===== config.mk =====
export PLATFORM = sky130hd
export DESIGN_NAME = particle_slot_manager_flat
export DESIGN_NICKNAME = d
export VERILOG_FILES = /design/src/rtl/particle_slot_manager_pkg.sv /design/src/rtl/particle_slot_manager_if.sv /design/src/rtl/particle_slot_manager_spawn_lfsr.sv /design/src/rtl/particle_slot_manager.sv /design/src/flat_wrapper.sv
export SDC_FILE = /design/constraint.sdc
export NUM_CORES = 1
export LEC_CHECK = 0
export BUFFER_PORTS_ARGS = -buffer_cell sky130_fd_sc_hd__buf_2
export CAP_MARGIN = 20
export CORE_MARGIN = 4
export CORE_UTILIZATION = 57
export CTS_CLUSTER_DIAMETER = 120
export DETAILED_ROUTE_END_ITERATION = 10
export GPL_TIMING_DRIVEN = 0
export PLACE_DENSITY = 0.77
export SYNTH_ARGS = -nofsm -noshare
export SYNTH_HDL_FRONTEND = slang
export SYNTH_HIERARCHICAL = 1
export SYNTH_SLANG_ARGS = --single-unit

===== constraint.sdc =====
create_clock -name clk -period 10 [get_ports clk]
set_input_delay 0.5 -clock clk [delete_from_list [all_inputs] [get_ports clk]]
set_output_delay 0.5 -clock clk [all_outputs]
set_load 0.005 [all_outputs]

===== src/rtl/particle_slot_manager_pkg.sv =====
// particle_slot_manager_pkg
// Shared constants for the particle slot manager and the draw engine it
// talks to: FSM state encoding, request op codes, spawn LFSR seed/taps and
// the default screen extents.
package particle_slot_manager_pkg;

  typedef enum logic {
    IDLE = 1'b0,
    REQ  = 1'b1
  } state_t;

  localparam logic OP_ERASE = 1'b0;
  localparam logic OP_DRAW  = 1'b1;

  // 16-bit Fibonacci LFSR, taps 16,14,13,11 -> bit positions 15,13,12,10.
  localparam logic [15:0] LFSR_SEED = 16'hACE1;
  localparam logic [15:0] LFSR_TAPS = 16'hB400;

  localparam int SCREEN_X_MAX = 159;
  localparam int SCREEN_Y_MAX = 119;

endpackage


===== src/rtl/particle_slot_manager_if.sv =====
// particle_slot_manager_if
// Valid/ack request channel from the slot manager to the VGA draw engine.
//   req_valid  request pending (held until acked)
//   req_op     1 = draw (spawn), 0 = erase (despawn)
//   req_slot   slot index
//   req_x/y    particle coordinates
//   req_ack    draw engine accepted/completed the request
// master = slot manager, slave = draw engine.
interface particle_slot_manager_if #(
  parameter int X_W = 8,
  parameter int Y_W = 7
);
  logic           req_valid;
  logic           req_op;
  logic [2:0]     req_slot;
  logic [X_W-1:0] req_x;
  logic [Y_W-1:0] req_y;
  logic           req_ack;

  modport master (
    output req_valid, req_op, req_slot, req_x, req_y,
    input  req_ack
  );

  modport slave (
    input  req_valid, req_op, req_slot, req_x, req_y,
    output req_ack
  );
endinterface


===== src/rtl/particle_slot_manager_spawn_lfsr.sv =====
// spawn_lfsr
// Free-running 16-bit Fibonacci LFSR (advances every cycle) plus the fold of
// its bits into on-screen spawn coordinates:
//   x = lfsr[7:0]  less (X_MAX+1) when above X_MAX
//   y = lfsr[14:8] less (Y_MAX+1) when above Y_MAX
// Ports: clk, rst (sync, active high, reloads seed), x, y (combinational
// from the current LFSR state).
module spawn_lfsr
  import particle_slot_manager_pkg::*;
#(
  parameter int X_W   = 8,
  parameter int Y_W   = 7,
  parameter int X_MAX = SCREEN_X_MAX,
  parameter int Y_MAX = SCREEN_Y_MAX
) (
  input  logic           clk,
  input  logic           rst,
  output logic [X_W-1:0] x,
  output logic [Y_W-1:0] y
);

  logic [15:0] lfsr;
  logic [8:0]  raw_x;
  logic [7:0]  raw_y;

  always_ff @(posedge clk) begin
    if (rst) lfsr <= LFSR_SEED;
    else     lfsr <= {lfsr[14:0], ^(lfsr & LFSR_TAPS)};
  end

  // One subtraction suffices: raw range is below twice the screen extent.
  always_comb begin
    raw_x = {1'b0, lfsr[7:0]};
    raw_y = {1'b0, lfsr[14:8]};
    if (raw_x > 9'(X_MAX)) raw_x = raw_x - 9'(X_MAX + 1);
    if (raw_y > 8'(Y_MAX)) raw_y = raw_y - 8'(Y_MAX + 1);
    x = X_W'(raw_x);
    y = Y_W'(raw_y);
  end

endmodule


===== src/rtl/particle_slot_manager.sv =====
// particle_slot_manager
// Brings the set of active particle slots into agreement with the clamped
// mole count, one slot per draw-engine request (spawn = draw, despawn =
// erase). Owns the active mask and per-slot spawn coordinates.
// Ports:
//   clk, Reset    clock, synchronous active-high reset
//   numMoles      target particle count (0 -> 1, >MAX_PARTICLES -> clamp)
//   bus           request channel to the draw engine (master side)
//   activeMask    bit i = slot i active
//   activeCount   popcount of activeMask
//   busy          request in flight
// Build option: RANDOM_SPAWN_EN selects LFSR spawn positions; otherwise
// slot s spawns at x = 20*(s+1), y = (Y_MAX+1)/2.
module particle_slot_manager
  import particle_slot_manager_pkg::*;
#(
  parameter int MAX_PARTICLES = 5,
  parameter int X_W           = 8,
  parameter int Y_W           = 7,
  parameter int X_MAX         = SCREEN_X_MAX,
  parameter int Y_MAX         = SCREEN_Y_MAX
) (
  input  logic                     clk,
  input  logic                     Reset,
  input  logic [2:0]               numMoles,
  particle_slot_manager_if.master  bus,
  output logic [MAX_PARTICLES-1:0] activeMask,
  output logic [2:0]               activeCount,
  output logic                     busy
);

  localparam logic [2:0] MAXP = 3'(MAX_PARTICLES);

  state_t state, state_nxt;

  logic [2:0]                         target;
  logic [2:0]                         free_slot;
  logic [2:0]                         high_slot;
  logic                               spawn;
  logic                               despawn;
  logic [X_W-1:0]                     spawn_x;
  logic [Y_W-1:0]                     spawn_y;
  logic [MAX_PARTICLES-1:0][X_W-1:0]  pos_x;
  logic [MAX_PARTICLES-1:0][Y_W-1:0]  pos_y;

  // ---------------------------------------------------------------------
  // Spawn coordinate source
  // ---------------------------------------------------------------------
`ifdef RANDOM_SPAWN_EN
  spawn_lfsr #(
    .X_W   (X_W),
    .Y_W   (Y_W),
    .X_MAX (X_MAX),
    .Y_MAX (Y_MAX)
  ) u_spawn_lfsr (
    .clk (clk),
    .rst (Reset),
    .x   (spawn_x),
    .y   (spawn_y)
  );
`else
  // Fixed column per slot; the clamp only matters on narrow screens.
  always_comb begin
    int fx;
    fx = 20 * (int'(free_slot) + 1);
    if (fx > X_MAX) fx = X_MAX;
    spawn_x = X_W'(fx);
    spawn_y = Y_W'((Y_MAX + 1) / 2);
  end
`endif

  // ---------------------------------------------------------------------
  // Target clamp, population count, slot selection
  // ---------------------------------------------------------------------
  always_comb begin
    if (numMoles == 3'd0)     target = 3'd1;
    else if (numMoles > MAXP) target = MAXP;
    else                      target = numMoles;
  end

  always_comb begin
    activeCount = '0;
    for (int i = 0; i < MAX_PARTICLES; i++)
      activeCount = activeCount + 3'(activeMask[i]);
  end

  // Lowest free slot for spawns, highest active slot for despawns.
  always_comb begin
    free_slot = '0;
    high_slot = '0;
    for (int i = MAX_PARTICLES - 1; i >= 0; i--)
      if (!activeMask[i]) free_slot = 3'(i);
    for (int i = 0; i < MAX_PARTICLES; i++)
      if (activeMask[i]) high_slot = 3'(i);
  end

  // ---------------------------------------------------------------------
  // FSM
  // ---------------------------------------------------------------------
  always_ff @(posedge clk) begin
    if (Reset) state <= IDLE;
    else       state <= state_nxt;
  end

  always_comb begin
    state_nxt = state;
    spawn     = 1'b0;
    despawn   = 1'b0;
    case (state)
      IDLE: begin
        spawn   = (activeCount < target);
        despawn = (activeCount > target);
        if (spawn || despawn) state_nxt = REQ;
      end
      REQ: begin
        // numMoles is not consulted here: an in-flight request always
        // completes and the next IDLE cycle re-evaluates.
        if (bus.req_ack) state_nxt = IDLE;
      end
      default: state_nxt = IDLE;
    endcase
  end

  assign bus.req_valid = (state == REQ);
  assign busy          = (state != IDLE);

  // ---------------------------------------------------------------------
  // Request fields, position registers, active mask
  // ---------------------------------------------------------------------
  // Request fields are only loaded on the IDLE->REQ decision, so they stay
  // frozen for as long as the draw engine takes to ack.
  always_ff @(posedge clk) begin
    if (Reset) begin
      bus.req_op   <= OP_ERASE;
      bus.req_slot <= '0;
      bus.req_x    <= '0;
      bus.req_y    <= '0;
      pos_x        <= '0;
      pos_y        <= '0;
      activeMask   <= '0;
    end else begin
      if (spawn) begin
        bus.req_op       <= OP_DRAW;
        bus.req_slot     <= free_slot;
        bus.req_x        <= spawn_x;
        bus.req_y        <= spawn_y;
        pos_x[free_slot] <= spawn_x;
        pos_y[free_slot] <= spawn_y;
      end else if (despawn) begin
        // Erase must hit the pixels that were drawn, so reuse the stored
        // coordinates rather than the current spawn source.
        bus.req_op   <= OP_ERASE;
        bus.req_slot <= high_slot;
        bus.req_x    <= pos_x[high_slot];
        bus.req_y    <= pos_y[high_slot];
      end
      if (state == REQ && bus.req_ack)
        activeMask[bus.req_slot] <= (bus.req_op == OP_DRAW);
    end
  end

endmodule


===== src/flat_wrapper.sv =====
// flat-port wrapper written by rule: the top's interface ports become plain ports
module particle_slot_manager_flat import particle_slot_manager_pkg::*;
#(
  parameter int MAX_PARTICLES = 5,
  parameter int X_W           = 8,
  parameter int Y_W           = 7,
  parameter int X_MAX         = SCREEN_X_MAX,
  parameter int Y_MAX         = SCREEN_Y_MAX
)
  (clk, Reset, numMoles, activeMask, activeCount, busy, bus_req_valid, bus_req_op, bus_req_slot, bus_req_x, bus_req_y, bus_req_ack);
  particle_slot_manager_if #(.X_W(X_W), .Y_W(Y_W)) bus_i ();
  input  logic clk;
  input  logic Reset;
  input  logic [2:0] numMoles;
  output logic [MAX_PARTICLES-1:0] activeMask;
  output logic [2:0] activeCount;
  output logic busy;
  output wire logic [$bits(bus_i.req_valid)-1:0] bus_req_valid;
  output wire logic [$bits(bus_i.req_op)-1:0] bus_req_op;
  output wire logic [$bits(bus_i.req_slot)-1:0] bus_req_slot;
  output wire logic [$bits(bus_i.req_x)-1:0] bus_req_x;
  output wire logic [$bits(bus_i.req_y)-1:0] bus_req_y;
  input wire logic [$bits(bus_i.req_ack)-1:0] bus_req_ack;
  assign bus_req_valid = bus_i.req_valid;
  assign bus_req_op = bus_i.req_op;
  assign bus_req_slot = bus_i.req_slot;
  assign bus_req_x = bus_i.req_x;
  assign bus_req_y = bus_i.req_y;
  assign bus_i.req_ack = bus_req_ack;
  particle_slot_manager #(.MAX_PARTICLES(MAX_PARTICLES), .X_W(X_W), .Y_W(Y_W), .X_MAX(X_MAX), .Y_MAX(Y_MAX)) u_core (.clk(clk), .Reset(Reset), .numMoles(numMoles), .bus(bus_i), .activeMask(activeMask), .activeCount(activeCount), .busy(busy));
endmodule

# --- Yosys cells after proc, flatten, opt, wreduce, memory -nomap -nowiden ---
# Cells that the tools add are included.
classes:
  add_sub_neg: 5
  mul: 1
  magnitude_cmp: 9
  muxes: 37
  bitwise: 4
  reduce_logical: 7
op_table:
  columns: ["op", "count"]
  rows:
  - ["bitwise mux 40 bit", 1]
  - ["two-way mux 8 bit", 5]
  - ["> comparator 32 x 9 -> 1 bit (second input constant)", 1]
  - ["two-way mux 3 bit", 10]
  - ["binary-select mux 8 bit (select 3 bit)", 1]
  - ["demux 8 bit (select 3 bit)", 1]
  - ["binary-select mux 7 bit (select 3 bit)", 1]
  - ["demux 7 bit (select 3 bit)", 1]
  - ["OR 20 bit", 1]
  - ["bitwise AND 15 bit", 1]
  - ["NOT 15 bit", 1]
  - ["two-way mux 7 bit", 2]
  - ["< comparator 3 x 4 -> 1 bit (second input constant)", 3]
  - ["two-way mux 6 bit", 2]
  - ["adder 3 x 1 -> 3 bit", 3]
  - ["two-way mux 1 bit", 8]
  - ["multiplier 3 x 4 -> 7 bit (first input constant)", 1]
  - [">= comparator 3 x 1 -> 1 bit (second input constant)", 2]
  - ["bitwise mux 5 bit", 1]
  - ["adder 3 x 1 -> 4 bit (second input constant)", 1]
  - ["two-way mux 2 bit", 2]
  - ["demux 1 bit (select 3 bit)", 1]
  - ["> comparator 3 bit", 1]
  - ["> comparator 3 bit (second input constant)", 1]
  - ["9 further kinds", 11]
totals:
  regBits: 100
  input_bits: 6
  out_inout_bits: 29
  word_cells: 80

# --- Depth between registers and ports, before layout ---
# Gate-level depths: netlist of run 1.
depth:
  ltp_word: 11
  depth_mapped: 15

# --- Worst setup path after synthesis of run 1 ---
# Ideal clock, no wire load.
synth_timing:
  path_type: "register to register"
  start: "reg u_core.activeMask[3]"
  end: "reg u_core/pos_x[35] (netlist name)"
  setup_time_ns: 0.132
  arrival_time_ns: 3.425
  required_ns: 9.868
  slack_ns: 6.443
  path_stages_with_launch: 16
  cell_sequence: "dfxtp_1 buf_2 inv_1 buf_2 fa_1 fa_1 inv_1 ha_1 ha_1 and3b_1 buf_6 or3_1 buf_2 buf_2 o21ai_0 a21oi_1"
synth_lines:
  columns: ["item", "line_no", "text"]
  rows:
  - ["start, declared", "particle_slot_manager.sv:27", "output logic [MAX_PARTICLES-1:0] activeMask,"]
  - ["start signal, assigned by index", "particle_slot_manager.sv:158", "activeMask[bus.req_slot] <= (bus.req_op == OP_DRAW);"]
  - ["adder 3 x 1 -> 3 bit (2 in a row)", "particle_slot_manager.sv:84", "activeCount = activeCount + 3'(activeMask[i]);"]
  - ["named net activeCount[1]", "flat_wrapper.sv:16", "output logic [2:0] activeCount;"]
  - ["< comparator 3 bit", "particle_slot_manager.sv:111", "spawn = (activeCount < target);"]
  - ["two-way mux 1 bit", "particle_slot_manager.sv:109", "case (state)"]
  - ["end signal, assigned by index", "particle_slot_manager.sv:147", "pos_x[free_slot] <= spawn_x;"]
  - ["end, declared", "particle_slot_manager.sv:43", "logic [MAX_PARTICLES-1:0][X_W-1:0] pos_x;"]
# The timed path passes the listed nets, and every way through them passes these cells.
# A chain may end at the register's enable or synchronous reset.

# --- Worst setup path after layout of run 1 ---
layout_timing:
  start: "reg u_core.activeMask[3]"
  end: "reg u_core/pos_x[20] (netlist name)"
layout_via:
  elab_chain_cells: 9
layout_rtl:
  columns: ["item", "line_no", "text"]
  rows:
  - ["two-way mux 3 bit (4 in a row)", "particle_slot_manager.sv:92", "if (!activeMask[i]) free_slot = 3'(i);"]
  - ["adder 3 x 1 -> 4 bit (tied with other cells)", "particle_slot_manager.sv:65", "fx = 20 * (int'(free_slot) + 1);"]
  - ["multiplier 3 x 4 -> 7 bit or logical AND 1 bit (tied branches)", "particle_slot_manager.sv:65, particle_slot_manager.sv:147", null]
  - ["> comparator 32 x 9 -> 1 bit or two-way mux 8 bit (tied branches)", "particle_slot_manager.sv:66, particle_slot_manager.sv:147", null]
  - ["two-way mux 8 bit or demux 8 bit (select 3 bit) (tied branches)", null, null]
  - ["bitwise mux 40 bit", "particle_slot_manager.sv:147", null]
# Parallel ways exist; a longest one is shown, timed or not.

==> results of run 1 <==
==> Yosys cell counts (5+ instances only) <==
cell type	number	area (um^2)
nand2_1	29	109
buf_2	14	70.1
o21ai_0	12	60.1
a21oi_1	21	105
o21a_1	10	75.1
and3_1	13	81.3
mux2i_1	37	370
o31ai_1	6	45.0
and2_1	12	75.1
ha_1	8	100
clkbuf_1	13	48.8
dfxtp_1	94	1880
nor3_1	6	30.0
nand3_1	8	40.0
a2bb2oi_1	5	43.8
nor2_1	48	180
nand2b_1	5	31.3
inv_1	19	71.3
==> worst min-delay path by stage <==
| stage | from | endpoint | slack [ps] | cells past startpoint |
|---|---|---|---|---|
| detailed placement | u_core/pos_y[16] | u_core/pos_y[16] | 440 | 2 |
| global placement | u_core/pos_y[16] | u_core/pos_y[16] | 440 | 2 |
| CTS | bus_req_ack | u_core/bus.req_valid | 410 | 3 |
| floorplan | u_core/pos_y[27] | u_core/pos_y[27] | 420 | 2 |
| global route | bus_req_ack | u_core/bus.req_valid | 420 | 3 |
| finish | bus_req_ack | u_core/bus.req_valid | 420 | 3 |
==> layout make-up <==
class | instances | share of cell area (%)
multi-input combinational | 282 | 42.4
tap | 96 | 2.66
timing repair buffer | 34 | 3.82
buffer | 31 | 3.29
clock inverter | 6 | 1.52
inverter | 20 | 1.66
clock buffer | 10 | 3.05
sequential | 94 | 41.6
==> kinds of logic after synthesis <==
family / Yosys count
AO/OA/AOI/OAI: 97
XOR/XNOR: 1
adder cells (fa/ha/maj): 11
buffers and inverters: 51
flip-flops: 94
multiplexers: 38
other: 1
AND/OR/NAND/NOR: 134
==> critical path, delay by kind of cell, from the launching register on <==
family                   cells  cell delay [ps]
AND/OR/NAND/NOR              3              950
multiplexers                 1              160
adder cells (fa/ha/maj)      4             1440
flip-flops                   1              420
buffers and inverters        6             1210
==> layout by cell type, fill, tap and decap left out, drive strengths merged, types with 4 or more instances in the layout <==
| cell | Yosys | final |
|---|---|---|
| a31oi | 4 | 4 |
| nor2 | 48 | 48 |
| o21a | 10 | 10 |
| o22ai | 4 | 4 |
| and2 | 12 | 12 |
| o21ai | 12 | 12 |
| inv | 19 | 21 |
| o221ai | 4 | 4 |
| o31ai | 6 | 6 |
| ha | 8 | 8 |
| o22a | 4 | 4 |
| mux2i | 37 | 37 |
| a2bb2oi | 5 | 5 |
| nand4 | 4 | 4 |
| a221oi | 4 | 4 |
| a2111oi | 4 | 4 |
| a21oi | 21 | 21 |
| dfxtp | 94 | 94 |
| nand2 | 29 | 29 |
| nand3 | 9 | 9 |
| a221o | 4 | 4 |
| and3 | 13 | 13 |
| buf | 18 | 52 |
| clkbuf | 13 | 23 |
| nand2b | 5 | 5 |
| nor3 | 7 | 7 |
==> report_power, final <==
part	internal (mW)	total, mW	switching, mW	leakage (nW)
combinational	0.0251	0.0649	0.0399	1.06
clock	0.124	0.260	0.136	0.103
sequential	0.383	0.388	0.00528	0.763
==> metal layers <==
metal / vias up / wire length (um) / global-route usage (%)
li1: 1599 / - / -
met5: - / 0 / 0
met3: 25 / 978 / 7.55
met2: 186 / 5070 / 43.1
met1: 1653 / 4320 / 33.0
met4: 0 / 273 / 11.0
==> through the flow <==
stage	total power [mW]	utilization [%]
global route	0.743	66.2
finish	0.713	66.2
global placement	0.459	63.0
floorplan	0.439	-
CTS	0.718	66.2
detailed placement	0.461	63.1
==> state kept, by name, indices dropped and copies added (netlist names) <==
name / flops
u_core/bus.req_y: 7
u_core/bus.req_slot: 3
u_core/activeMask: 5
u_core/bus.req_op: 1
u_core/bus.req_valid: 1
u_core/pos_y: 35
u_core/pos_x: 35
u_core/bus.req_x: 7
==> results.json, run 1 <==
{
  "cts.sinks": 94,
  "drt_iter0_drc": 318,
  "holdBufCountCts": 0,
  "antennaDiodeCount": 0,
  "hpwl_um": 7410,
  "skew_ps": 8.53,
  "cts_max_level": 3,
  "syn_nets": 444,
  "dr.pass1.iters": 5,
  "multi_input_area_um2": 1910,
  "slowest_delay_ps": 480,
  "clk_pin_slew_worst_paths_ps": 90,
  "synthMuxAreaShare_pct": 9.59,
  "ant_nets": 0,
  "synthXorXnorAreaFrac_pct": 0.218,
  "rr_endpoint": "u_core/pos_x[20]",
  "hold_slack_ps": 422,
  "syn_avg_cell_area_um2": 9.41,
  "cts_root_buf": "clkbuf_8",
  "hold_class": "primary input to flop",
  "crit_start": "u_core/activeMask[3]",
  "regArea_um2": 1880,
  "core_um2": 6830,
  "finalSetupViolCount": 0,
  "rr_worst_depth": 14,
  "grtUsageTotal_pct": 26.5,
  "antenna_found_initial": 0,
  "fmax_mhz": 231,
  "grt_max_degree": 17,
  "die_w_um": 92.0,
  "tritoncts": "yes",
  "irDropWorstVdd_v": 0.000119,
  "synth_compound_area_share_pct": 17.3,
  "synth_area_um2": 4020,
  "die-area_um2": 8460,
  "cts_resized": 0,
  "worst_path_most_repeated_cell": "buf_2",
  "grt_pass1_wl_um": 17300,
  "synth_fa_ha_area_share_pct": 3.98,
  "cp.arrival_ps": 4560,
  "synthSimpleGateAreaFrac_pct": 16.5,
  "status": "finished clean",
  "required_ps": 10240,
  "crit_chain": "buf_2, inv_1, buf_2, fa_1, fa_1, inv_1, ha_1, ha_1, and3b_1, buf_6, nor3_4, nand4_1, buf_2, mux2i_1",
  "final_cells": 573,
  "startpoint_type": "flop",
  "async_reset_ff_share_pct": 0,
  "viasPerCell": 6.04,
  "netlist_instances": 427,
  "io_pins": 35,
  "grt_pass1_vias": 3383,
  "yosys_warnings": 6,
  "synth-seq-cells": 94,
  "synth_top_family_by_area": "compound AO/OA/AOI/OAI gates",
  "rsz0062_at_grt": "no",
  "gp_congestion": 0.879,
  "r2r_start": "u_core/activeMask[3]",
  "cts_buffers": 9,
  "clk_latency_ps": 360,
  "clockBufferDepth": 2,
  "fillCellCount": 567,
  "final_cell_area_um2": 4520,
  "setup_tns_ps": 0,
  "worstSetupPathType": "flop to flop",
  "cts_setup_buffers": 0,
  "drive_above_1_share_pct": 15.3,
  "layout_min_cycle_time_ps": 4320,
  "start_util_pct": 58.8,
  "portBuffers": 33,
  "grt_overflow_total": 0,
  "yosys_most_used_dff": "dfxtp_1",
  "worst_slew_pin_slew_ps": 836,
  "cpMaxStageDelayCell": "fa_1",
  "synth_edf_count": 0,
  "endpoint": "u_core/pos_x[20]",
  "num_vias": 3463,
  "cp_max_fo": 10,
  "synth_cell_types": 52,
  "dpl.cell_count": 557,
  "max_slew_margin_pct": 43.9,
  "drt_wl_total_um": 10600,
  "pre_cts_slack_ps": 5790,
  "drv_cap": 0,
  "routedWlPerCell_um": 18.6,
  "die_y_um": 92.0,
  "reg2reg_slack_ps": 5680,
  "p_per_area_nw_per_um2": 158,
  "hold_viol": 0,
  "syn_to_final_growth_pct": 12.4,
  "leakage_nw": 1.92,
  "endpoint_kind": "flop",
  "drv_slew": 0,
  "fin_ws_ps": 5680,
  "drc": 0,
  "fin_crit_sh_pct": 43.2,
  "place_area_um2": 4310,
  "seq_area_frac_synth_pct": 46.8,
  "rows": 30,
  "fin_nets": 489
}
Note: power is estimated with default switching activity, not from simulation.
==> run 2: changes to the inputs <==
==> constraint.sdc (replaced) <==
create_clock -name clk -period 4.1 [get_ports clk]
set_input_delay 0.205 -clock clk [delete_from_list [all_inputs] [get_ports clk]]
set_output_delay 0.205 -clock clk [all_outputs]
set_load 0.005 [all_outputs]
==> run 2 against run 1 <==
Sequential cell count is the same. Hold slack lost 300 ps. Sequential power grew 140%. Critical path depth grew 1. Register-to-register slack lost 5500 ps. Sequential share of layout area shrank 0.44 points. Largest power group unchanged.
==> results.json, run 2 (same netlist as run 1, synthesis figures left out) <==
{
  "critical_path_buf_inv_count": 7,
  "start_util_pct": 58.8,
  "p_per_area_nw_per_um2": 383,
  "cts.sinks": 94,
  "final_cells": 578,
  "worst_slew_pin_slew_ps": 675,
  "slowest_delay_ps": 470,
  "rsz0062_at_grt": "no",
  "cp_max_fo": 10,
  "rows": 30,
  "drv_slew": 0,
  "cts_max_level": 3,
  "cts_root_buf": "clkbuf_8",
  "io_pins": 35,
  "antenna_found_initial": 0,
  "mostFrequentLayoutCell": "dfxtp_1",
  "core_um2": 6830,
  "holdBufCountCts": 0,
  "mostFrequentLayoutCells": "dfxtp_1, nor2_1, buf_2",
  "portBuffers": 33,
  "routedWlPerCell_um": 18.5,
  "fin_ws_ps": 172,
  "largestRegisters": "u_core/pos_x x35, u_core/pos_y x35",
  "hold_viol": 0,
  "finalSetupViolCount": 0,
  "leakage_nw": 1.95,
  "max_slew_margin_pct": 55.0,
  "final_cell_area_um2": 4570,
  "grt_pass1_wl_um": 17500,
  "startpoint_type": "flop",
  "tritoncts": "yes",
  "clk_pin_slew_worst_paths_ps": 100,
  "grtUsageTotal_pct": 26.8,
  "drt_wl_total_um": 10700,
  "drv_cap": 0,
  "viasPerCell": 6.03,
  "dpl.cell_count": 557,
  "hpwl_um": 7410,
  "status": "finished clean",
  "clockBufferDepth": 2,
  "critPathTopFamily": "adder cells",
  "drive_above_1_share_pct": 16.8,
  "cpMaxStageDelayCell": "fa_1",
  "skew_ps": 12.0,
  "clk_latency_ps": 370,
  "required_ps": 4330,
  "fin_crit_sh_pct": 95.8,
  "fin_nets": 494,
  "finalPower_mw": 1.75,
  "die-area_um2": 8460,
  "crit_chain": "buf_4, inv_1, buf_4, fa_1, fa_1, inv_1, ha_1, ha_1, and3b_1, buf_6, or3_1, buf_2, buf_2, o21ai_0, a21oi_1",
  "die_w_um": 92.0,
  "gp_congestion": 0.879,
  "die_y_um": 92.0,
  "hold_class": "primary input to flop",
  "drt_iter0_drc": 423,
  "ant_nets": 0,
  "fmax_mhz": 255,
  "pre_cts_slack_ps": -109,
  "layout_min_cycle_time_ps": 3930,
  "endpoint_kind": "flop",
  "antennaDiodeCount": 0,
  "drc": 0,
  "grt_overflow_total": 0,
  "syn_to_final_growth_pct": 13.7,
  "dr.pass1.iters": 5,
  "place_area_um2": 4310,
  "utilization_pct": 66.9,
  "worstSetupPathType": "flop to flop",
  "grt_pass1_vias": 3412,
  "grt_max_degree": 17,
  "cts_buffers": 9,
  "cp.arrival_ps": 4160,
  "num_vias": 3485,
  "irDropWorstVdd_v": 0.000288
}
[run 2: power breakdown]
part | switching [mW] | internal, mW | total (mW)
registers | 0.0130 | 0.934 | 0.947
logic | 0.0997 | 0.0664 | 0.166
clock network | 0.334 | 0.303 | 0.637
[run 2: worst paths after layout]
check / startpoint / slack [ps] / end / depth (start not counted)
max: u_core/activeMask[3] / 170 / u_core/pos_x[37] / 15
min: bus_req_ack / 120 / u_core/bus.req_valid / 3
max reg2reg: u_core/activeMask[3] / 170 / u_core/pos_x[37] / 15
min reg2reg: u_core/pos_y[16] / 450 / u_core/pos_y[16] / 2
[run 2: metrics by stage]
step	setup TNS, ps	hold WS, ps
global placement	-200	436
finish	0	119
detailed placement	-958	438
floorplan	0	387
CTS	0	112
global route	0	121
[run 2: worst reg2reg max path: stages (launching register included)]
cell and delay, ps:
dfxtp_2 360, buf_4 180, inv_1 150, buf_4 230, fa_1 470, fa_1 370
inv_1 60, ha_1 250, ha_1 350, and3b_1 190, buf_6 130, or3_1 340
buf_2 210, buf_2 230, o21ai_0 170, a21oi_1 90
[run 2: cell type report]
cell class	count	area (um^2)
Fill cell	565	2260
Multi-Input combinational cell	282	1920
Sequential cell	94	1880
Timing Repair Buffer	39	210
Buffer	31	154
Clock buffer	10	138
Tap cell	96	120
Inverter	20	75.1
Clock inverter	6	68.8
[run 2: routing by layer]
metal | track usage [%] | share of wire (%) | vias to the layer above
met1 | 33.4 | 41 | 1668
met3 | 7.63 | 8.5 | 26
li1 | - | - | 1608
met4 | 10.9 | 2.9 | 0
met5 | 0 | 0 | -
met2 | 43.7 | 47 | 183
[run 2: timing repair]
item / in CTS / in global routing
resized for setup: 1 / 7
pin swaps: 2 / 0
buffers inserted: 5 / 0
setup endpoints to repair: 19 / 55
